## config.mk

```make
export PLATFORM = sky130hd
export DESIGN_NAME = encoder8to3_irq
export DESIGN_NICKNAME = d
export VERILOG_FILES = /design/src/rtl/encoder8to3_irq.sv
export SDC_FILE = /design/constraint.sdc
export NUM_CORES = 1
export LEC_CHECK = 0
export BUFFER_PORTS_ARGS = -buffer_cell sky130_fd_sc_hd__buf_2
export CAP_MARGIN = 15
export CORE_MARGIN = 2
export CORE_UTILIZATION = 40
export CTS_CLUSTER_DIAMETER = 40
export DETAILED_ROUTE_END_ITERATION = 8
export HOLD_SLACK_MARGIN = 0.06
export MAX_ROUTING_LAYER = met4
export PLACE_DENSITY = 0.68
export SYNTH_ARGS = -nofsm -noshare
export SYNTH_HDL_FRONTEND = slang
export SYNTH_SLANG_ARGS = --single-unit
```

## constraint.sdc

```tcl
create_clock -name clk -period 1.4 [get_ports clk]
set_input_delay 0 -clock clk [delete_from_list [all_inputs] [get_ports clk]]
set_output_delay 0 -clock clk [all_outputs]
set_load 0.1 [all_outputs]
```

## src/rtl/encoder8to3_irq.sv

```systemverilog
// Registered 8-to-3 priority encoder with request latching and grant/ack handshake.
// Optional rising-edge request capture with overrun detection: ENC8TO3_EDGE_CAPTURE_EN.
module encoder8to3_irq (
  input  logic       clk,
  input  logic       rst_n,
  input  logic [7:0] req,
  input  logic       ack,
  output logic [2:0] y,
  output logic       valid,
  output logic [7:0] pending,
  output logic       overrun
);

  localparam int unsigned N_REQ = 8;
  localparam int unsigned IDX_W = 3;

  typedef enum logic {
    IDLE  = 1'b0,
    GRANT = 1'b1
  } state_t;

  state_t             r_state;
  state_t             w_state_nxt;
  logic [IDX_W-1:0]   r_y;
  logic [IDX_W-1:0]   w_y_nxt;
  logic               r_valid;
  logic               w_valid_nxt;
  logic [N_REQ-1:0]   r_pending;
  logic [N_REQ-1:0]   w_pending_nxt;
  logic               r_overrun;
  logic               w_overrun_nxt;
  logic [N_REQ-1:0]   w_cap;
  logic [N_REQ-1:0]   w_clr;
  logic               w_ovr_hit;

  // Index of the highest set bit; ascending scan lets higher bits overwrite lower ones.
  function automatic logic [IDX_W-1:0] f_top(input logic [N_REQ-1:0] v);
    logic [IDX_W-1:0] idx;
    idx = '0;
    for (int unsigned i = 0; i < N_REQ; i++) begin
      if (v[i]) idx = IDX_W'(i);
    end
    return idx;
  endfunction

`ifdef ENC8TO3_EDGE_CAPTURE_EN
  logic [N_REQ-1:0] r_req_hist;

  // History resets to 0 so a request held through reset release counts as an edge.
  always_ff @(posedge clk or negedge rst_n) begin
    if (!rst_n) r_req_hist <= '0;
    else        r_req_hist <= req;
  end

  assign w_cap     = req & ~r_req_hist;
  assign w_ovr_hit = |(w_cap & r_pending);
`else
  assign w_cap     = req;
  assign w_ovr_hit = 1'b0;
`endif

  always_ff @(posedge clk or negedge rst_n) begin
    if (!rst_n) begin
      r_state   <= IDLE;
      r_y       <= '0;
      r_valid   <= 1'b0;
      r_pending <= '0;
      r_overrun <= 1'b0;
    end else begin
      r_state   <= w_state_nxt;
      r_y       <= w_y_nxt;
      r_valid   <= w_valid_nxt;
      r_pending <= w_pending_nxt;
      r_overrun <= w_overrun_nxt;
    end
  end

  // Grant is locked while in GRANT; only ack releases it. New captures beat the ack clear.
  always_comb begin
    w_state_nxt = r_state;
    w_y_nxt     = r_y;
    w_valid_nxt = r_valid;
    w_clr       = '0;
    case (r_state)
      IDLE: begin
        if (|r_pending) begin
          w_state_nxt = GRANT;
          w_y_nxt     = f_top(r_pending);
          w_valid_nxt = 1'b1;
        end
      end
      GRANT: begin
        if (ack) begin
          w_clr       = N_REQ'(1) << r_y;
          w_state_nxt = IDLE;
          w_valid_nxt = 1'b0;
        end
      end
      default: begin
        w_state_nxt = IDLE;
        w_valid_nxt = 1'b0;
      end
    endcase
    w_pending_nxt = (r_pending & ~w_clr) | w_cap;
    w_overrun_nxt = r_overrun | w_ovr_hit;
  end

  assign y       = r_y;
  assign valid   = r_valid;
  assign pending = r_pending;
  assign overrun = r_overrun;

endmodule

```

==> results of run 1 <==
## worst register-to-register path, stage by stage, from the launching register on
cell and delay [ns]:
dfrtp_2 0.43, nor4_2 0.34, a21oi_2 0.15, o311ai_1 0.09
o21a_1 0.15
## sequential cells by signal (all words and copies together) (netlist names)
name     cells
y            3
valid        1
r_state      1
pending      8
## layout make-up
cell class	instances	area [sq um]
Tap cell	15	18.8
Timing Repair Buffer	32	210
Sequential cell	13	339
Clock buffer	4	26.3
Fill cell	107	483
Inverter	3	11.3
Multi-Input combinational cell	39	245
## metrics by stage
step | power [W] | hold slack [ns] | std cells | utilization, %
after detailed placement | 0.00132 | -0.0987 | 92 | 54.3
after CTS | 0.00157 | 0.135 | 106 | 63.8
after global placement | 0.00131 | -0.0992 | 92 | 54.3
after global routing | 0.00165 | 0.146 | 106 | 63.8
final | 0.00155 | 0.136 | 106 | 63.8
after floorplan | 0.00117 | -0.296 | 56 | -
## path summary, 6_finish.rpt
check	from	end
min	rst_n	pending[0]
min reg2reg	valid	valid
max reg2reg	pending[1]	y[0]
max in group asynchronous	rst_n	y[0]
max	pending[1]	y[0]
min in group clk	req[2]	pending[2]
## metal layers
metal / vias up / GRT usage (%)
met4: 0 / 7.50
met3: 2 / 3.88
met5: - / -
met1: 252 / 22.3
met2: 16 / 28.0
li1: 265 / -
## kinds of logic (layout without fill, tap and decap cells)
family,after synthesis,after routing,share of synthesized area (%)
simple gates,19,19,21.7
flops,13,13,55.2
other cells,1,1,0.636
buf+inv,4,39,3.19
compound gates,19,19,19.3
## where the power goes
| group | internal [W] | total, W | switching, W |
|---|---|---|---|
| logic | 0.000150 | 0.000761 | 0.000611 |
| registers | 0.000462 | 0.000566 | 0.000104 |
| clock network | 0.000110 | 0.000225 | 0.000115 |
## placed cells by master, fill, tap and decap left out
cell / count
nor4_2: 1
a21oi_2: 1
dfrtp_1: 2
nand3_1: 1
dlygate4sd3_1: 10
nand2_1: 1
a21oi_1: 3
a31oi_1: 1
a21o_1: 1
buf_2: 22
nand3b_1: 1
o311ai_1: 1
conb_1: 1
o21a_1: 1
o31ai_1: 2
o21ai_0: 9
nor2_1: 4
dfrtp_2: 11
nand2b_1: 10
inv_1: 3
clkbuf_1: 1
clkbuf_4: 3
nor4_4: 1
==> results_dict.tcl, run 1 <==
set metrics [dict create \
    status "finished clean" \
    crit_cells 4 \
    irDropWorstVdd_mv 0.852 \
    drt_first_pass_iters 4 \
    slew_viol_final 0 \
    syn_area_per_cell_sq_um 10.5 \
    ant_nets 0 \
    setup_viol 0 \
    crit_path_max_fanout 6 \
    die_y_microns 42.4 \
    ys_warn_count 0 \
    crit_buf_inv 0 \
    h-tree-depth 1 \
    fin_setup_tns_ns 0 \
    dieArea_sq_um 1800 \
    required_ns 1.61 \
    gp_congestion 0.786 \
    wl_met3_microns 74 \
    io_pins 24 \
    yosysSeqAreaShare_pct 55.2 \
    overflow 0 \
    row_count 13 \
    setup_slack_ns 0.178 \
    syn_nets 67 \
    p_per_area_nw_per_um2 1820 \
    clkTransAtPathRegs_ns 0.08 \
    coreArea_sq_um 1330 \
    final_hold_viol_count 0 \
    met1_length_microns 619 \
    holdBufCountCts 10 \
    ctsRootBufferMaster "clkbuf_4" \
    cp-end-kind "flop" \
    track_usage_pct 17.9 \
    dpl.hpwl_microns 955 \
    routed_via_density 5.05 \
    synth.distinct_cells 19 \
    grt_pass1_vias 513 \
    layout.nets 103 \
    grt_start_max_net_pins 14 \
    yosysMostFrequentCell "dfrtp_1" \
    critPathSlowestCell "dfrtp_2" \
    ys_top_cells_by_count "dfrtp_1 (13), nand2b_1 (10), o21ai_0 (9)" \
    critPathArrivalTime_ns 1.43 \
    leakage_nw 0.351 \
    area.growth.synth_to_final_pct 44.4 \
    crit_type "flop to flop" \
    clk_latency_ns 0.27 \
    drive_gt1_share_pct 42.9 \
    cts_resized 0 \
    synth-main-ff-cell "dfrtp_1" \
    grt_pass1_wl_microns 2320 \
    die_w_microns 42.4 \
    cts_tree "yes" \
    drt-total-wl_microns 1320 \
    ctsLongestPathBuffers 2 \
    synth_top_area_share_pct 55.2 \
    drv_cap 0 \
    cts_sinks 13 \
    finClkSkew_ns 0.00407 \
    via_count 535 \
    start_util_pct 44.2 \
    met2WireLength_microns 610 \
    r2r_cells 4 \
    cp_top_family "flip-flops" \
    fmax_mhz 818 \
    slowest_delay_ns 0.43 \
    async_reset_ff_share_pct 100 \
    ys_top_cells_by_area "dfrtp_1 (55%), nand2b_1 (11%), o21ai_0 (7.6%)" \
    drt_first_iter_violations 5 \
    start_kind "flop" \
    port_buffers 22 \
    ys_ff_latch 13 \
    rsz0062_at_grt "false" \
    finalCritPeriodShare_pct 87.3 \
    diodes 0 \
    crit_chain "nor4_2 > a21oi_2 > o311ai_1 > o21a_1" \
    postSynthCellCount 56 \
    post_cts_buffers 0 \
    place_ws_ns 0.191 \
    post_dp_cell_area_sq_um 724 \
    synth_edf_count 0 \
    period_needed_ns 1.22 \
    hp-class "primary input to async pin" \
    drc 0 \
    final_area_sq_um 851 \
    yosysTopAreaCell "dfrtp_1" \
    r2r_setup_slack_ns 0.18 \
    cts-buffers-inserted 3 \
    syn_area_sq_um 589 \
    antenna_found_initial 0 \
    top_layer_used "met4" \
    routedWlPerCell_microns 12.4 \
]
Power figures use the tool's default switching activity.
==> run 2: changes to the inputs <==
--- a/config.mk
+++ b/config.mk
@@ -5,15 +5,16 @@
 export SDC_FILE = /design/constraint.sdc
 export NUM_CORES = 1
 export LEC_CHECK = 0
+export ABC_AREA = 1
 export BUFFER_PORTS_ARGS = -buffer_cell sky130_fd_sc_hd__buf_2
-export CAP_MARGIN = 15
+export CAP_MARGIN = 40
 export CORE_MARGIN = 2
 export CORE_UTILIZATION = 40
 export CTS_CLUSTER_DIAMETER = 40
 export DETAILED_ROUTE_END_ITERATION = 8
 export HOLD_SLACK_MARGIN = 0.06
 export MAX_ROUTING_LAYER = met4
-export PLACE_DENSITY = 0.68
+export PLACE_DENSITY = 0.67
 export SYNTH_ARGS = -nofsm -noshare
 export SYNTH_HDL_FRONTEND = slang
 export SYNTH_SLANG_ARGS = --single-unit
==> run 2 against run 1 <==
Compared with the run above:
- setup slack improved by 0.11 ns
- highest routed layer unchanged
- critical path depth increased by 2
- register-to-register slack better by 0.11 ns
- clock-buffer cell count unchanged
- via count increased by 7.3%
- area after synthesis rose by 8.5%
==> results_dict.tcl, run 2 <==
set metrics [dict create \
    status "finished clean" \
    hp-class "primary input to async pin" \
    post_dp_cell_area_sq_um 776 \
    postSynthCellCount 75 \
    overflow 0 \
    drive_gt1_share_pct 40.0 \
    cts_tree "yes" \
    syn_nets 86 \
    yosysSeqAreaShare_pct 50.9 \
    yosysTopAreaCell "dfrtp_1" \
    p_switching_w 0.00118 \
    critPathSlowestCell "dfrtp_2" \
    dieArea_sq_um 1930 \
    clkTransAtPathRegs_ns 0.07 \
    rsz0062_at_grt "false" \
    grt_pass1_vias 532 \
    via_count 574 \
    post_cts_buffers 0 \
    start_util_pct 42.4 \
    track_usage_pct 16.9 \
    finalPower_w 0.00201 \
    cts_sinks 13 \
    synth_edf_count 0 \
    nFillCells 147 \
    cp-end-kind "flop" \
    ant_nets 0 \
    fmax_mhz 900 \
    antenna_found_initial 0 \
    grt_start_max_net_pins 14 \
    die_w_microns 44.0 \
    slowest_delay_ns 0.42 \
    final_hold_viol_count 0 \
    io_pins 24 \
    leakage_nw 0.489 \
    ctsLongestPathBuffers 2 \
    drt_first_iter_violations 6 \
    gp_congestion 0.831 \
    synth_top_area_share_pct 50.9 \
    h-tree-depth 1 \
    area.growth.synth_to_final_pct 41.1 \
    irDropWorstVdd_mv 1.56 \
    start_kind "flop" \
    clk_latency_ns 0.27 \
    ys_warn_count 0 \
    final_area_sq_um 902 \
    combPwrFrac_pct 60.4 \
    fin_setup_tns_ns 0 \
    dpl.hpwl_microns 980 \
    critPathArrivalTime_ns 1.28 \
    synth.distinct_cells 16 \
    syn_area_sq_um 639 \
    routed_via_density 4.56 \
    cts_resized 0 \
    ys_top_cells_by_area "dfrtp_1 (51%), nand2_1 (11%), o21bai_1 (9.4%)" \
    p_per_area_nw_per_um2 2230 \
    required_ns 1.57 \
    drv_cap 0 \
    mostFrequentLayoutCells "buf_2 (22), nand2_1 (18), inv_1 (12)" \
    largest_reg_flops 8 \
    row_count 14 \
    holdWs_ns 0.136 \
    crit_chain "nor2_2 > nand3_1 > nand2_2 > nand2_4 > o21ai_2 > inv_1" \
    coreArea_sq_um 1510 \
    setup_viol 0 \
    cts-buffers-inserted 3 \
    diodes 0 \
    yosysMostFrequentCell "nand2_1" \
    drt_first_pass_iters 4 \
    synth-main-ff-cell "dfrtp_1" \
    finClkSkew_ns 0.00220 \
    ys_top_cells_by_count "nand2_1 (18), dfrtp_1 (13), inv_1 (12)" \
    async_reset_ff_share_pct 100 \
    ys_ff_latch 13 \
    period_needed_ns 1.11 \
    crit_path_max_fanout 5 \
    ctsRootBufferMaster "clkbuf_4" \
    port_buffers 22 \
    finalCritPeriodShare_pct 79.4 \
    power_frac_seq_pct 28.4 \
    grt_pass1_wl_microns 2160 \
    drt-total-wl_microns 1270 \
    routedWlPerCell_microns 10.1 \
    slew_viol_final 0 \
    die_y_microns 44.0 \
    layout.nets 122 \
    drc 0 \
    swShare_pct 58.9 \
    crit_type "flop to flop" \
    final_common_cell "buf_2" \
    power_frac_clock_pct 11.2 \
    syn_area_per_cell_sq_um 8.52 \
    p_int_w 0.000827 \
]
run 2: routing by layer:
layer / routed length [microns] / part of all wire, % / vias to the layer above / global-route usage (%)
met5: 0 / 0 / - / -
met4: 31 / 2.4 / 0 / 9.09
met3: 92 / 7.2 / 5 / 7.50
met2: 566 / 45 / 20 / 24.7
met1: 581 / 46 / 254 / 19.3
li1: - / - / 295 / -
run 2: repair_timing:
action	CTS	global route
hold endpoints to repair	23	0
setup endpoints to repair	0	0
hold buffers	10	0
run 2: per-stage QoR:
stage,util (%),setup slack [ns],cells
2_1_floorplan,-,0.0728,75
3_3_place_gp,51.5,0.338,112
3_5_place_dp,51.5,0.291,112
4_1_cts,59.9,0.275,126
5_1_grt,59.9,0.182,126
6_report,59.9,0.288,126
run 2: worst paths after layout:
kind	startpoint	end	slack [ns]	cells past startpoint
hold / removal	rst_n	pending[2]	0.14	2
setup reg to reg	pending[4]	valid	0.29	6
min in group clk	req[5]	pending[5]	0.45	3
setup / recovery	pending[4]	valid	0.29	6
hold reg to reg	valid	valid	0.50	2
max in group asynchronous	rst_n	y[0]	1.02	2
run 2: cell families (layout without fill, tap and decap cells):
kind of cell	after synthesis	after routing	share of synthesized area, %
other cells	1	1	0.587
simple gates	33	33	23.1
compound gates	13	13	16.0
flops	13	13	50.9
buf+inv	15	50	9.39
run 2: critical path, delay by kind of cell, from the launching register on:
family                 cells  cell delay, ns
and+or+nand+nor            4            0.44
AOI/OAI and AO/OA          1            0.11
DFF                        1            0.42
buffers and inverters      1            0.04
run 2: final cells by class:
| cell class | instances | area [sq um] | share of cell area (%) |
|---|---|---|---|
| clock buffer | 4 | 26.3 | 2.91 |
| multi-input combinational | 47 | 254 | 28.2 |
| inverter | 14 | 52.6 | 5.83 |
| timing repair buffer | 32 | 210 | 23.3 |
| tap | 16 | 20.0 | 2.22 |
| sequential | 13 | 339 | 37.6 |
run 2: power groups by stage:
stage	logic, W	clock network [W]	registers (W)
2_1_floorplan	0.000342	0	0.00124
3_3_place_gp	0.00120	0	0.000577
3_5_place_dp	0.00119	0	0.000581
4_1_cts	0.00122	0.000237	0.000572
5_1_grt	0.00129	0.000257	0.000589
6_report	0.00121	0.000225	0.000571
==> run 3: changes to the inputs <==
--- a/config.mk
+++ b/config.mk
@@ -14,7 +14,7 @@
 export DETAILED_ROUTE_END_ITERATION = 8
 export HOLD_SLACK_MARGIN = 0.06
 export MAX_ROUTING_LAYER = met4
-export PLACE_DENSITY = 0.67
+export PLACE_DENSITY = 0.7
 export SYNTH_ARGS = -nofsm -noshare
 export SYNTH_HDL_FRONTEND = slang
 export SYNTH_SLANG_ARGS = --single-unit
==> constraint.sdc (replaced) <==
create_clock -name clk -period 1 [get_ports clk]
set_input_delay 0 -clock clk [delete_from_list [all_inputs] [get_ports clk]]
set_output_delay 0 -clock clk [all_outputs]
set_load 0.1 [all_outputs]
==> run 3 against run 2 <==
Compared with the run above:
- the run now ends with negative setup slack left
- first-iteration DRC count up 67%
- clock power up 57%
- non-clock buffer count rose by 16
- register-to-register slack got worse by 0.46 ns
- die area stayed put
- hold slack got worse by 0.013 ns
- sequential power rose by 75%
- via count is 27% higher
- power rose by 99%
- largest cell class is now non-clock buffers
- highest routed layer unchanged
==> results_dict.tcl, run 3 (same netlist as run 2, synthesis figures left out) <==
set metrics [dict create \
    status "finished with violations" \
    failed_checks "negative setup slack" \
    crit_chain "inv_2 > nand2_4 > o21ai_4 > nand2_4 > o21ai_2 > inv_1" \
    cp-end-kind "flop" \
    final_common_cell "buf_12" \
    start_kind "flop" \
    drv_cap 0 \
    hp-class "primary input to async pin" \
    routedWlPerCell_microns 15.9 \
    ctsLongestPathBuffers 2 \
    clkTransAtPathRegs_ns 0.09 \
    setup_slack_ns -0.176 \
    drc 0 \
    port_buffers 22 \
    crit_path_max_fanout 5 \
    period_needed_ns 1.18 \
    ctsRootBufferMaster "clkbuf_4" \
    layout.nets 138 \
    grt_start_max_net_pins 14 \
    crit_buf_inv 2 \
    cp_top_family "flip-flops" \
    antenna_found_initial 0 \
    leakage_nw 0.687 \
    row_count 14 \
    finalPower_w 0.00401 \
    coreArea_sq_um 1510 \
    slew_viol_final 0 \
    crit_cells 6 \
    final_area_sq_um 1360 \
    setup_viol 18 \
    die_y_microns 44.0 \
    irDropWorstVdd_mv 3.25 \
    slowest_delay_ns 0.48 \
    via_count 730 \
    dpl.hpwl_microns 1270 \
    track_usage_pct 23.9 \
    rsz0062_at_grt "true" \
    fmax_mhz 850 \
    p_per_area_nw_per_um2 2950 \
    cp-startpoint "pending[0]" \
    dieArea_sq_um 1930 \
    largest_reg_flops 8 \
    cts_tree "yes" \
    drt-total-wl_microns 2260 \
    r2r_setup_slack_ns -0.18 \
    start_util_pct 42.4 \
    gp_congestion 0.891 \
    critPathArrivalTime_ns 1.37 \
    ant_nets 0 \
    area.growth.synth_to_final_pct 113 \
    final_hold_viol_count 0 \
    reg2reg_from "pending[0]" \
    finClkSkew_ns 0.00234 \
    drt_first_pass_iters 4 \
    clk_latency_ns 0.29 \
    grt_pass1_wl_microns 3140 \
    post_dp_cell_area_sq_um 1090 \
    crit_type "flop to flop" \
    critPathSlowestCell "dfrtp_4" \
    die_w_microns 44.0 \
    crit_end "valid" \
    cts-buffers-inserted 3 \
    r2r-end "valid" \
    required_ns 1.19 \
    r2r_cells 6 \
    diodes 0 \
    routed_via_density 5.14 \
    h-tree-depth 1 \
    overflow 0 \
    drt_first_iter_violations 10 \
    mostFrequentLayoutCells "buf_12 (12), dfrtp_4 (11), dlygate4sd3_1 (10)" \
    drive_gt1_share_pct 65.1 \
    cts_sinks 13 \
    io_pins 24 \
    grt_pass1_vias 746 \
    cp_common_cell "nand2_4" \
    finalCritPeriodShare_pct 118 \
]
[run 3: cell type report]
| class | instances | area, sq um |
|---|---|---|
| multi-input combinational | 47 | 332 |
| sequential | 13 | 367 |
| inverter | 14 | 67.6 |
| tap | 16 | 20.0 |
| clock buffer | 4 | 26.3 |
| timing repair buffer | 48 | 547 |
| fill | 63 | 148 |
[run 3: power by group]
group / total, W / internal [W] / switching, W
sequential: 0.00100 / 0.000745 / 0.000260
clock: 0.000353 / 0.000155 / 0.000198
combinational: 0.00265 / 0.00100 / 0.00165
[run 3: how the worst min path moves through the flow]
| stage | slack [ns] | endpoint | from |
|---|---|---|---|
| final | 0.12 | y[0] | rst_n |
| after global routing | 0.14 | r_state | rst_n |
| after CTS | 0.13 | r_state | rst_n |
| after detailed placement | -0.09 | pending[0] | rst_n |
| after global placement | -0.10 | r_state | rst_n |
| after floorplan | -0.30 | r_state | rst_n |
[run 3: stage by stage]
step | std cells | worst slack [ns] | util (%) | hold slack, ns | TNS [ns]
after floorplan | 75 | -0.284 | - | -0.296 | -1.43
after global placement | 123 | -0.109 | 72.4 | -0.103 | -0.422
after detailed placement | 123 | -0.148 | 72.4 | -0.0907 | -0.529
after CTS | 138 | -0.145 | 82.8 | 0.131 | -1.12
after global routing | 142 | -0.232 | 90.2 | 0.143 | -2.15
final | 142 | -0.176 | 90.2 | 0.123 | -1.48
[run 3: layer usage]
layer / wire [microns] / track usage [%] / up-vias
met2: 1100 / 39.4 / 37
met5: 0 / - / -
met3: 129 / 4.58 / 13
li1: - / - / 332
met4: 112 / 12.7 / 0
met1: 912 / 27.2 / 348
[run 3: repair_timing]
action / CTS / global route
pin swaps: 2 / 10
hold buffers: 10 / 0
setup endpoints to repair: 15 / 18
gates resized for setup: 6 / 23
gates cloned: 0 / 0
buffers inserted: 1 / 5
endpoints found under the hold margin: 23 / 0
